$ cat src/rtl/scan_decoder_pkg.sv
// Shared types and constants for the scan_decoder block and its one-hot
// index decoder.
package scan_decoder_pkg;

    typedef enum logic [1:0] {
        OFF    = 2'd0,
        DIRECT = 2'd1,
        SCAN   = 2'd2
    } state_t;

    localparam logic MODE_DIRECT = 1'b0;
    localparam logic MODE_SCAN   = 1'b1;

    localparam int SEL_W_MIN = 1;
    localparam int SEL_W_MAX = 5;

endpackage

$ cat src/rtl/scan_decoder_onehot.sv
// Combinational active-low one-hot decoder with active-low enable: y_n[k] is
// low only when enabled and idx == k.
module onehot_decoder_n #(
    parameter int SEL_W = 2
) (
    input  logic [SEL_W-1:0]      idx,
    input  logic                  en_n,
    output logic [(2**SEL_W)-1:0] y_n
);

    localparam int NOUT = 2 ** SEL_W;

    generate
        for (genvar gi = 0; gi < NOUT; gi++) begin : g_out
            assign y_n[gi] = en_n | (idx != SEL_W'(gi));
        end
    endgenerate

endmodule

$ cat src/rtl/scan_decoder.sv
// N-to-2^N registered active-low decoder with a self-timed scan mode that
// steps the asserted output through every index, holding each dwell+1 cycles.
module scan_decoder
    import scan_decoder_pkg::*;
#(
    parameter int SEL_W   = 2,
    parameter int DWELL_W = 8
) (
    input  logic                  clk,
    input  logic                  rst,
    input  logic                  en_n,
    input  logic                  mode,
    input  logic [SEL_W-1:0]      sel,
    input  logic [DWELL_W-1:0]    dwell,
    output logic [(2**SEL_W)-1:0] y_n,
    output logic [SEL_W-1:0]      idx,
    output logic                  wrap
);

    localparam int NOUT = 2 ** SEL_W;
    localparam logic [SEL_W-1:0] IDX_LAST = SEL_W'(NOUT - 1);

    state_t               state_reg, state_next;
    logic [DWELL_W-1:0]   cnt_reg, cnt_next;
    logic [SEL_W-1:0]     idx_reg, idx_next;
    logic [NOUT-1:0]      y_n_reg, y_n_next;
    logic                 wrap_reg, wrap_next;
    logic                 dec_en_n;

    // Next state is re-evaluated every cycle; en_n overrides mode, and any
    // mode/enable change pre-empts a pending dwell step.
    always_comb begin
        state_next = OFF;
        idx_next   = '0;
        cnt_next   = '0;
        wrap_next  = 1'b0;

        if (en_n) begin
            state_next = OFF;
        end else if (mode == MODE_SCAN) begin
            state_next = SCAN;
        end else begin
            state_next = DIRECT;
        end

        case (state_next)
            DIRECT: begin
                idx_next = sel;
            end
            SCAN: begin
                if (state_reg != SCAN) begin
                    idx_next = '0;
                    cnt_next = '0;
                end else if (cnt_reg >= dwell) begin
                    // Live compare: lowering dwell mid-hold steps immediately.
                    idx_next  = idx_reg + SEL_W'(1);
                    cnt_next  = '0;
                    wrap_next = (idx_reg == IDX_LAST);
                end else begin
                    idx_next = idx_reg;
                    cnt_next = cnt_reg + DWELL_W'(1);
                end
            end
            default: begin
                idx_next = '0;
                cnt_next = '0;
            end
        endcase
    end

    assign dec_en_n = (state_next == OFF);

    // Decoding the next index lets y_n come straight from a flop while still
    // tracking idx in the same cycle.
    onehot_decoder_n #(
        .SEL_W (SEL_W)
    ) u_dec (
        .idx  (idx_next),
        .en_n (dec_en_n),
        .y_n  (y_n_next)
    );

    always_ff @(posedge clk or posedge rst) begin
        if (rst) begin
            state_reg <= OFF;
            cnt_reg   <= '0;
            idx_reg   <= '0;
            y_n_reg   <= '1;
            wrap_reg  <= 1'b0;
        end else begin
            state_reg <= state_next;
            cnt_reg   <= cnt_next;
            idx_reg   <= idx_next;
            y_n_reg   <= y_n_next;
            wrap_reg  <= wrap_next;
        end
    end

    assign y_n  = y_n_reg;
    assign idx  = idx_reg;
    assign wrap = wrap_reg;

endmodule
$ cat config.mk
export PLATFORM = sky130hd
export DESIGN_NAME = scan_decoder
export DESIGN_NICKNAME = d
export VERILOG_FILES = /design/src/rtl/scan_decoder_pkg.sv /design/src/rtl/scan_decoder_onehot.sv /design/src/rtl/scan_decoder.sv
export SDC_FILE = /design/constraint.sdc
export NUM_CORES = 1
export LEC_CHECK = 0
export CORE_AREA = 4 4 53 55
export CTS_BUF_LIST = sky130_fd_sc_hd__clkbuf_4 sky130_fd_sc_hd__clkbuf_8
export CTS_CLUSTER_SIZE = 10
export DETAILED_ROUTE_END_ITERATION = 7
export DIE_AREA = 0 0 57 59
export PLACE_DENSITY = 0.71
export SLEW_MARGIN = 20
export SYNTH_ARGS = -nofsm -noshare
export SYNTH_HDL_FRONTEND = slang
export SYNTH_HIERARCHICAL = 1
export SYNTH_SLANG_ARGS = --single-unit
$ cat constraint.sdc
create_clock -name clk -period 2.4 [get_ports clk]
set_input_delay 0.36 -clock clk [delete_from_list [all_inputs] [get_ports clk]]
set_output_delay 0.36 -clock clk [all_outputs]
set_load 0.03 [all_outputs]
After elaboration in Yosys (flattened, before gate mapping)
Cells that the tools add are included.
{"block": "op_classes", "reduce_logical": 2, "n_mux": 11, "bitwise": 4, "eq_ne": 7, "order_cmp": 1, "add_sub_neg": 2}
{"operator": "$mux W8", "n": 3}
{"operator": "$add A8 B1 Y8 const B", "n": 1}
{"operator": "$ge A8 B8 Y1", "n": 1}
{"operator": "$mux W2", "n": 4}
{"operator": "$ne A2 B2 Y1 const B", "n": 3}
{"operator": "$eq A2 B2 Y1 const B", "n": 2}
{"operator": "$or A1 B1 Y1", "n": 4}
{"operator": "$pmux W2 S2", "n": 1}
{"operator": "$mux W1", "n": 3}
{"operator": "$add A2 B1 Y2 const B", "n": 1}
{"operator": "$eq A2 B1 Y1 const B", "n": 1}
{"operator": "$logic_not A2 Y1", "n": 1}
{"operator": "$ne A2 B1 Y1 const B", "n": 1}
{"operator": "$reduce_bool A2 Y1", "n": 1}
{"block": "word_totals", "word_cells": 32, "output_inout_bits": 7, "inputBits": 14, "ff_bits": 17}

Depth between registers and ports, before layout
Gate-level depths: netlist (run 1).
{"block": "depth", "word_depth": 6, "ltp_mapped": 8, "mapped_depth_nobuf": 8}

Modules after synthesis
The synthesis (run 1) kept the hierarchy.
{"module": "scan_decoder", "seq_area_each_um2": 430.4, "cells_per_inst": 83, "area_per_inst_um2": 855.8, "instances": 1}
{"module": "onehot_decoder_n", "seq_area_each_um2": 0.0, "cells_per_inst": 4, "area_per_inst_um2": 31.3, "instances": 1}

Worst setup path after synthesis (run 1)
Ideal clock, no wire load.
{"block": "synth_path", "path_kind": "register -> register", "from": "reg cnt_reg[2]", "to": "reg y_n_reg[2] (netlist: y_n[2])", "stages_incl_launch_ff": 8, "n_path_buf": 0, "t_arrival_ps": 1907, "slack_ps": 405, "required_ps": 2312, "cell_sequence": "dfrtp_1 -> ha_1 -> a211oi_2 -> o21ai_1 -> a21oi_2 -> xnor2_1 -> a22o_1 -> or3b_1"}
{"block": "synth_between", "elab_chain_cells": 6}
{"item": "start: declaration", "line": "scan_decoder.sv:24", "text": "logic [DWELL_W-1:0] cnt_reg, cnt_next;"}
{"item": "start signal: assignment", "line": "scan_decoder.sv:92", "text": "cnt_reg <= cnt_next;"}
{"item": "$ge A8 B8 Y1", "line": "scan_decoder.sv:54", "text": "end else if (cnt_reg >= dwell) begin"}
{"item": "$mux W2", "line": "scan_decoder.sv:54"}
{"item": "$mux W2", "line": "scan_decoder.sv:51", "text": "if (state_reg != SCAN) begin"}
{"item": "$pmux W2 S2", "line": "scan_decoder.sv:46", "text": "case (state_next)"}
{"item": "via idx_next[0]", "line": "scan_decoder.sv:25", "text": "logic [SEL_W-1:0] idx_reg, idx_next;"}
{"item": "$ne A2 B2 Y1", "line": "scan_decoder_onehot.sv:15", "text": "assign y_n[gi] = en_n | (idx != SEL_W'(gi));"}
{"item": "$or A1 B1 Y1", "line": "scan_decoder_onehot.sv:15"}
{"item": "via y_n_next[2]", "line": "scan_decoder.sv:26", "text": "logic [NOUT-1:0] y_n_reg, y_n_next;"}
{"item": "end signal: assignment", "line": "scan_decoder.sv:94", "text": "y_n_reg <= y_n_next;"}
{"item": "end: declaration", "line": "scan_decoder.sv:26"}
The timed path passes the listed nets, and every way through them passes these cells.

Worst setup path after layout (run 1)
{"block": "layout_path", "from": "in dwell[2]", "to": "reg y_n_reg[2] (netlist: y_n[2])"}
{"block": "layout_between", "elab_chain_cells": 6}
{"item": "start: declaration", "line": "scan_decoder.sv:14", "text": "input logic [DWELL_W-1:0] dwell,"}
{"item": "$ge A8 B8 Y1", "line": "scan_decoder.sv:54"}
{"item": "$mux W2", "line": "scan_decoder.sv:54"}
{"item": "$mux W2", "line": "scan_decoder.sv:51"}
{"item": "$pmux W2 S2", "line": "scan_decoder.sv:46"}
{"item": "via idx_next[0]", "line": "scan_decoder.sv:25"}
{"item": "$ne A2 B2 Y1", "line": "scan_decoder_onehot.sv:15"}
{"item": "$or A1 B1 Y1", "line": "scan_decoder_onehot.sv:15"}
{"item": "via y_n_next[2]", "line": "scan_decoder.sv:26"}
The timed path passes the listed nets, and every way through them passes these cells.

==> results.ini, run 1 <==
[status]
status=completed

[layout]
most-common-layout-cells=20 x clkdlybuf4s50_1, 13 x dfrtp_1, 10 x nor2_1, 10 x ha_1, 9 x inv_1
largest_register_ffs=8
num_antenna_cells=0
post-route-util_pct=48.4
synthToLayoutAreaGrowth_pct=30.2
final_area_um2=1150
final_common_cell=clkdlybuf4s50_1
nNetsFinal=135
drive_gt1_share_pct=10.9

[floorplanning]
core_area_um2=2390
rows=18
start_util_pct=37.2
dieArea_um2=3360
io-pin-count=21
die_w_um=57
fp.dieH_um=59

[min_path]
min_path_type=in2async

[setup_path]
start_kind=input pin
critPathSlowestCell=clkdlybuf4s50_1
worstPathRequired_ns=2.62
cp_cell_sequence=clkdlybuf4s50_1, inv_1, ha_1, a211oi_2, o21ai_1, a21oi_2, xnor2_1, a22o_1, or3b_1
cp_top_family=compound AO/OA/AOI/OAI gates
cpPeakStageDelay_ns=0.45
cp_max_fo=5
regToRegStartpoint=cnt_reg[2]
worstPathArrival_ns=2.44
setup.worst_path.class=in2reg
cp-startpoint=dwell[2]
end_kind=flip-flop
critPathBufInv=2

[synthesis]
synth_top_family_by_area=simple AND/OR/NAND/NOR gates
synth-seq-cells=17
synth-xor-area-share_pct=6.91
synth_cell_types=25
yosys.area_share.simple_pct=19.3
avgSynthCellArea_um2=10.2
synth.yosys.seq_area_share_pct=48.5
yosysWarningCount=6
synth_compound_area_share_pct=6.49
netlist_instances=87
syn_area_um2=887
yosys-mux-area-fraction_pct=0
syn_nets=111
synthAdderAreaFrac_pct=14.1

[global_routing]
grt_overflow=0
antenna_found_initial=0
track_usage_pct=11.2
grt_max_degree=18
grt_pass1_vias=683
grt_pass1_wl_mm=2.94

[routing]
drt-vias-per-instance=4.64
drc=0
dr.pass1.iters=4
drtIter0Drc=6
vias=650
wl_mm=1.60
postRouteAntennaNets=0
wl_per_cell_um=11.4

[clock_tree]
clk_latency_ns=0.29
clockBufferDepth=2
h-tree-depth=1
clkTransAtPathRegs_ns=0.10
cts_root_buf=clkbuf_4
cts_tree=done
cts_buffers=3
cts_sinks=17
postCtsHoldBufs=0
post_cts_resized=0

[sta]
skew_ns=0.00610
period_needed_ns=2.23
hold_viol=0
rsz0062_at_grt=no
slew_violations=0
worst_pin_slew_ns=0.640
slew_headroom_pct=57.3
setup_viol=0
fmax_mhz=449
timing.final.crit_share_pct=92.7

[placed_design]
place_area_um2=1120
hpwl_mm=1.20
port_buffers=20
place_congestion=0.733

[job]
drv_cap=0

[pwr]
p_per_area_nw_per_um2=453
power.leakage_nw=0.545
vdd.ir_drop.worst_uv=386

-- layout make-up --
cell class,instances,area [um^2]
inverters,9,33.8
clock buffers,4,30.0
multi-input cells,59,415
fillers,244,1230
well taps,30,37.5
repair buffers,21,208
flip-flops and latches,17,430
-- layer usage --
| layer | track usage, % | share of wire (%) | wire length (um) |
|---|---|---|---|
| met5 | 0 | 0 | 0 |
| met3 | 2.61 | 7.8 | 125 |
| met4 | 4.97 | 1.4 | 23 |
| met1 | 14.2 | 47 | 751 |
| met2 | 18.3 | 44 | 695 |
-- kinds of logic after synthesis --
group,count (synthesis)
fa+ha+maj,10
xor+xnor,7
simple gates,34
buf+inv,11
compound gates,8
flops,17
-- cells in the mapped netlist (all sizes together) --
cell type | instances | area [um^2]
nand2 | 7 | 26.3
a21oi | 3 | 18.8
xnor2 | 2 | 17.5
nand3b | 1 | 7.51
ha | 10 | 125
nor2 | 10 | 37.5
nand3 | 6 | 30.0
xor2 | 5 | 43.8
o21ai | 2 | 10.0
dfstp | 4 | 105
or3b | 2 | 17.5
a211oi | 1 | 12.5
nor3 | 1 | 5.00
inv | 9 | 33.8
dfrtp | 13 | 325
a22o | 1 | 8.76
nor2b | 2 | 12.5
and3b | 1 | 8.76
clkbuf | 2 | 7.51
and3 | 3 | 20.0
o211ai | 1 | 7.51
or3 | 1 | 6.26
-- power breakdown --
group	switching [mW]	total, mW	internal (mW)
clock network	0.0853	0.161	0.0759
logic	0.0304	0.0647	0.0344
registers	0.00303	0.297	0.294
total	0.119	0.523	0.404
-- per-stage QoR --
stage | total power, mW | instances | setup slack [ns] | TNS (ns) | hold slack [ns]
global placement | 0.366 | 136 | -0.0814 | -0.221 | 0.531
finish | 0.523 | 140 | 0.175 | 0 | 0.444
detailed placement | 0.368 | 136 | -0.138 | -0.369 | 0.534
global route | 0.552 | 140 | 0.00234 | 0 | 0.506
floorplan | 0.334 | 87 | 0.405 | 0 | 0.283
CTS | 0.528 | 140 | 0.160 | 0 | 0.466
-- final timing paths --
check / to / slack (ns) / cells past startpoint
setup / recovery: y_n[2] / 0.17 / 9
hold / removal: cnt_reg[6] / 0.44 / 2
setup reg to reg: y_n[2] / 0.28 / 7
hold reg to reg: cnt_reg[0] / 0.54 / 1
max in group asynchronous: state_reg[1] / 1.54 / 2
min in group clk: cnt_reg[0] / 0.54 / 1
-- worst register-to-register path: stages, from the launching register on --
cell	delay (ns)
dfrtp_1	0.45
ha_1	0.33
a211oi_2	0.21
o21ai_1	0.10
a21oi_2	0.25
xnor2_1	0.10
a22o_1	0.24
or3b_1	0.39
-- what timing repair did --
| action | CTS | global route |
|---|---|---|
| endpoints found under the hold margin | 0 | 0 |
| setup endpoints to repair | 0 | 1 |
| buffers inserted | 0 | 0 |
No activity file was read; power rests on OpenSTA's default activity.
==> run 2, diff against run 1 <==
- CAP_MARGIN: not set -> 20
- RECOVER_POWER: not set -> 100
==> run 2 against run 1 <==
Clock skew is 0.00067 ns lower. Worst setup slack worse by 0.0042 ns. Cell area is 0.33% lower. First-iteration DRC count stayed put. Combinational power is 3% lower. Sequential share of layout area is 0.12 points higher. Global-route usage stayed put. Final cell count stayed put. Non-clock buffer count stayed put. Via count is 1.5% lower. Critical endpoint unchanged. Highest routed layer is now met3.
==> results.ini, run 2 (synthesis gave the netlist of run 1 again) <==
[setup_path]
worstRegToRegCells=7
critPathBufInv=2
crit_cells=9
worstPathArrival_ns=2.44
end_kind=flip-flop
worstPathRequired_ns=2.61
cp_cell_sequence=clkdlybuf4s50_1, inv_1, ha_1, a211oi_2, o21ai_1, a21oi_2, xnor2_1, a22o_1, or3b_1
cp_top_family=compound AO/OA/AOI/OAI gates
start_kind=input pin
setup.worst_path.class=in2reg
cp_max_fo=5
cpPeakStageDelay_ns=0.45
critPathSlowestCell=clkdlybuf4s50_1

[pwr]
power.internal_mw=0.402
seqPwrFrac_pct=57.2
vdd.ir_drop.worst_uv=387
power.switching_mw=0.117
p_per_area_nw_per_um2=450
power.leakage_nw=0.543
swShare_pct=22.5
comb_power_share_pct=12.1
power_mw=0.519
clkPwrFrac_pct=30.7

[job]
drv_cap=0

[clock_tree]
clockBufferDepth=2
cts_tree=done
cts_sinks=17
cts_buffers=3
clkTransAtPathRegs_ns=0.09
h-tree-depth=1
post_cts_resized=0
cts_root_buf=clkbuf_4
postCtsHoldBufs=0
clk_latency_ns=0.28
cts_setup_buffers=0

[floorplanning]
die_w_um=57
fp.dieH_um=59
rows=18
dieArea_um2=3360
start_util_pct=37.2
core_area_um2=2390
io-pin-count=21

[sta]
setup_viol=0
slew_violations=0
fmax_mhz=449
period_needed_ns=2.23
hold_viol=0
rsz0062_at_grt=no
timing.final.crit_share_pct=92.9
skew_ns=0.00543
worst_pin_slew_ns=0.638
slew_headroom_pct=57.4

[global_routing]
grt_pass1_vias=683
track_usage_pct=11.2
grt_max_degree=18
antenna_found_initial=0
grt_pass1_wl_mm=2.94
grt_overflow=0

[layout]
num_antenna_cells=0
post-route-util_pct=48.2
most-common-layout-cells=13 x dfrtp_1, 11 x clkdlybuf4s50_1, 10 x nor2_1, 10 x ha_1
final_common_cell=dfrtp_1
fill_cells=246
drive_gt1_share_pct=10.0
nNetsFinal=135
synthToLayoutAreaGrowth_pct=29.8
largest_register_ffs=8

[routing]
drc=0
drtIter0Drc=6
postRouteAntennaNets=0
wl_per_cell_um=11.5
drt-vias-per-instance=4.57
wl_mm=1.61
dr.pass1.iters=4
vias=640

[min_path]
whs_path_depth=1
min_path_type=reg2reg

[placed_design]
place_congestion=0.733
hpwl_mm=1.20
port_buffers=20

[status]
status=completed

[run 2: cell count changes in the layout (fill, tap and decap cells not counted)]
cell / previous run / this run
clkbuf_1: 0 / 1
clkdlybuf4s50_1: 20 / 11
dlygate4sd3_1: 0 / 9
buf_4: 1 / 0
[run 2: metal layers]
metal	track usage [%]	routed length (um)	up-vias
met5	0	0	-
met4	4.97	0	0
met3	2.61	115	0
met2	18.3	729	20
met1	14.2	761	284
li1	-	-	336
[run 2: layout make-up]
type	count	area, um^2	share of cell area (%)
Sequential cell	17	430	37.4
Inverter	9	33.8	2.93
Timing Repair Buffer	21	204	17.7
Clock buffer	4	30.0	2.61
Multi-Input combinational cell	59	415	36.1
Tap cell	30	37.5	3.26
[run 2: power groups by stage]
stage,Sequential (mW),Clock [mW],Combinational (mW)
3_5_place_dp,0.302,0,0.0654
6_report,0.297,0.159,0.0627
3_3_place_gp,0.302,0,0.0642
5_1_grt,0.298,0.182,0.0702
2_1_floorplan,0.310,0,0.0239
4_1_cts,0.297,0.164,0.0660
[run 2: through the flow]
step / setup TNS, ns / area, um^2 / hold WS (ns) / setup WS, ns / instances
final: 0 / 1150 / 0.541 / 0.171 / 140
after CTS: 0 / 1150 / 0.466 / 0.160 / 140
after floorplan: 0 / 887 / 0.283 / 0.405 / 87
after detailed placement: -0.369 / 1120 / 0.534 / -0.138 / 136
after global placement: -0.221 / 1120 / 0.531 / -0.0814 / 136
after global routing: 0 / 1150 / 0.577 / 0.00406 / 140
[run 2: final timing paths]
kind	from	end	slack [ns]
setup / recovery	dwell[2]	y_n[2]	0.17
hold / removal	cnt_reg[0]	cnt_reg[0]	0.54
setup reg to reg	cnt_reg[2]	y_n[2]	0.28
hold reg to reg	cnt_reg[0]	cnt_reg[0]	0.54
max in group asynchronous	rst	state_reg[1]	1.40
min in group asynchronous	rst	cnt_reg[6]	0.59
==> run 3, diff against run 2 <==
- SETUP_SLACK_MARGIN: not set -> 0.15
==> run 3 against run 2 <==
Critical path depth unchanged. Cell area up 2.2%. Non-clock buffer count unchanged. Register-to-register slack better by 0.10 ns. Highest routed layer unchanged.
==> results.ini, run 3 (synthesis gave the netlist of run 1 again) <==
[setup_path]
reg2reg_to=y_n[2]
critPathBufInv=2
start_kind=input pin
regToRegStartpoint=cnt_reg[2]
worstPathArrival_ns=2.35
worstRegToRegCells=7
setup.worst_path.class=in2reg
critPathSlowestCell=clkdlybuf4s50_1
worstPathRequired_ns=2.61
cp_cell_sequence=clkdlybuf4s50_1, inv_1, ha_1, a21oi_1, o21ai_0, a21oi_2, nand3_1, o211ai_1, or3b_1
cp_max_fo=5
cpPeakStageDelay_ns=0.45
end_kind=flip-flop
cp_top_family=compound AO/OA/AOI/OAI gates
r2r_setup_slack_ns=0.38

[routing]
drtIter0Drc=2
vias=657
drt-vias-per-instance=4.69
wl_per_cell_um=11.8
postRouteAntennaNets=0
drc=0
dr.pass1.iters=4
wl_mm=1.65

[min_path]
whs_path_depth=1
min_path_type=reg2reg
hold_path_end=cnt_reg[0]
hold_path_startpoint=cnt_reg[0]

[clock_tree]
cts_buffers=3
clk_latency_ns=0.28
postCtsHoldBufs=0
cts_sinks=17
clkTransAtPathRegs_ns=0.09
clockBufferDepth=2
h-tree-depth=1
cts_tree=done
cts_root_buf=clkbuf_4

[sta]
slew_violations=0
rsz0062_at_grt=no
worst_pin_slew_ns=0.638
finalSetupTns_ns=0
fmax_mhz=467
timing.final.crit_share_pct=89.2
period_needed_ns=2.14
hold_viol=0
skew_ns=0.00543
slew_headroom_pct=57.4
hold_ws_ns=0.539
setup_viol=0

[floorplanning]
rows=18
io-pin-count=21
start_util_pct=37.2
dieArea_um2=3360
fp.dieH_um=59
core_area_um2=2390
die_w_um=57

[global_routing]
grt_max_degree=18
grt_pass1_vias=683
track_usage_pct=11.2
grt_overflow=0
antenna_found_initial=0
grt_pass1_wl_mm=2.94

[layout]
largest_register_ffs=8
final_common_cell=dfrtp_1
post-route-util_pct=49.3
fill_cells=248
synthToLayoutAreaGrowth_pct=32.6
most-common-layout-cells=13 x dfrtp_1, 10 x nor2_1, 9 x clkdlybuf4s50_1, 9 x dlygate4sd3_1
num_antenna_cells=0
drive_gt1_share_pct=13.6
layoutNonFillerInstCount=140
nNetsFinal=135

[placed_design]
hpwl_mm=1.20
place_congestion=0.733
port_buffers=20
numPlacedInstances=136

[pwr]
p_per_area_nw_per_um2=442
power.leakage_nw=0.557
seqPwrFrac_pct=57.1
power.switching_mw=0.118
swShare_pct=22.6
power_mw=0.520
comb_power_share_pct=12.4
power.internal_mw=0.402
clkPwrFrac_pct=30.6
vdd.ir_drop.worst_uv=387

[status]
status=completed

[job]
drv_cap=0

==> run 3: power groups by stage <==
stage | registers [mW] | logic, mW | clock network (mW)
floorplan | 0.310 | 0.0239 | 0
global placement | 0.302 | 0.0642 | 0
detailed placement | 0.302 | 0.0654 | 0
CTS | 0.297 | 0.0660 | 0.164
global route | 0.298 | 0.0717 | 0.182
finish | 0.297 | 0.0643 | 0.159
==> run 3: what timing repair did <==
item,CTS,global route
endpoints found under the setup margin,0,3
resized for setup,0,7
setup buffers,0,0
==> run 3: worst max-delay path by stage <==
stage | slack, ns | depth (start not counted) | startpoint | endpoint
after floorplan | 0.41 | 7 | cnt_reg[2] | y_n[2]
after global placement | -0.08 | 9 | dwell[2] | y_n[2]
after detailed placement | -0.14 | 9 | dwell[2] | y_n[2]
after CTS | 0.16 | 9 | dwell[2] | y_n[2]
after global routing | 0.14 | 9 | dwell[5] | y_n[1]
final | 0.26 | 9 | dwell[5] | y_n[2]
==> run 3: layer usage <==
layer,GRT usage [%],vias up,routed length (um)
met2,18.3,22,780
met3,2.61,0,122
met5,0,-,0
li1,-,337,-
met4,4.97,0,0
met1,14.2,298,746
==> run 3: per-stage QoR <==
stage,cell area [um^2],worst slack [ns]
after floorplan,887,0.405
after global placement,1120,-0.0814
after detailed placement,1120,-0.138
after CTS,1150,0.160
after global routing,1180,0.135
final,1180,0.259
==> run 3: layout make-up <==
| type | count | area (um^2) | area share (%) |
|---|---|---|---|
| clock buffers | 4 | 30.0 | 2.55 |
| inverters | 9 | 33.8 | 2.87 |
| multi-input cells | 59 | 435 | 37.0 |
| flip-flops and latches | 17 | 430 | 36.6 |
| well taps | 30 | 37.5 | 3.19 |
| repair buffers | 21 | 209 | 17.8 |
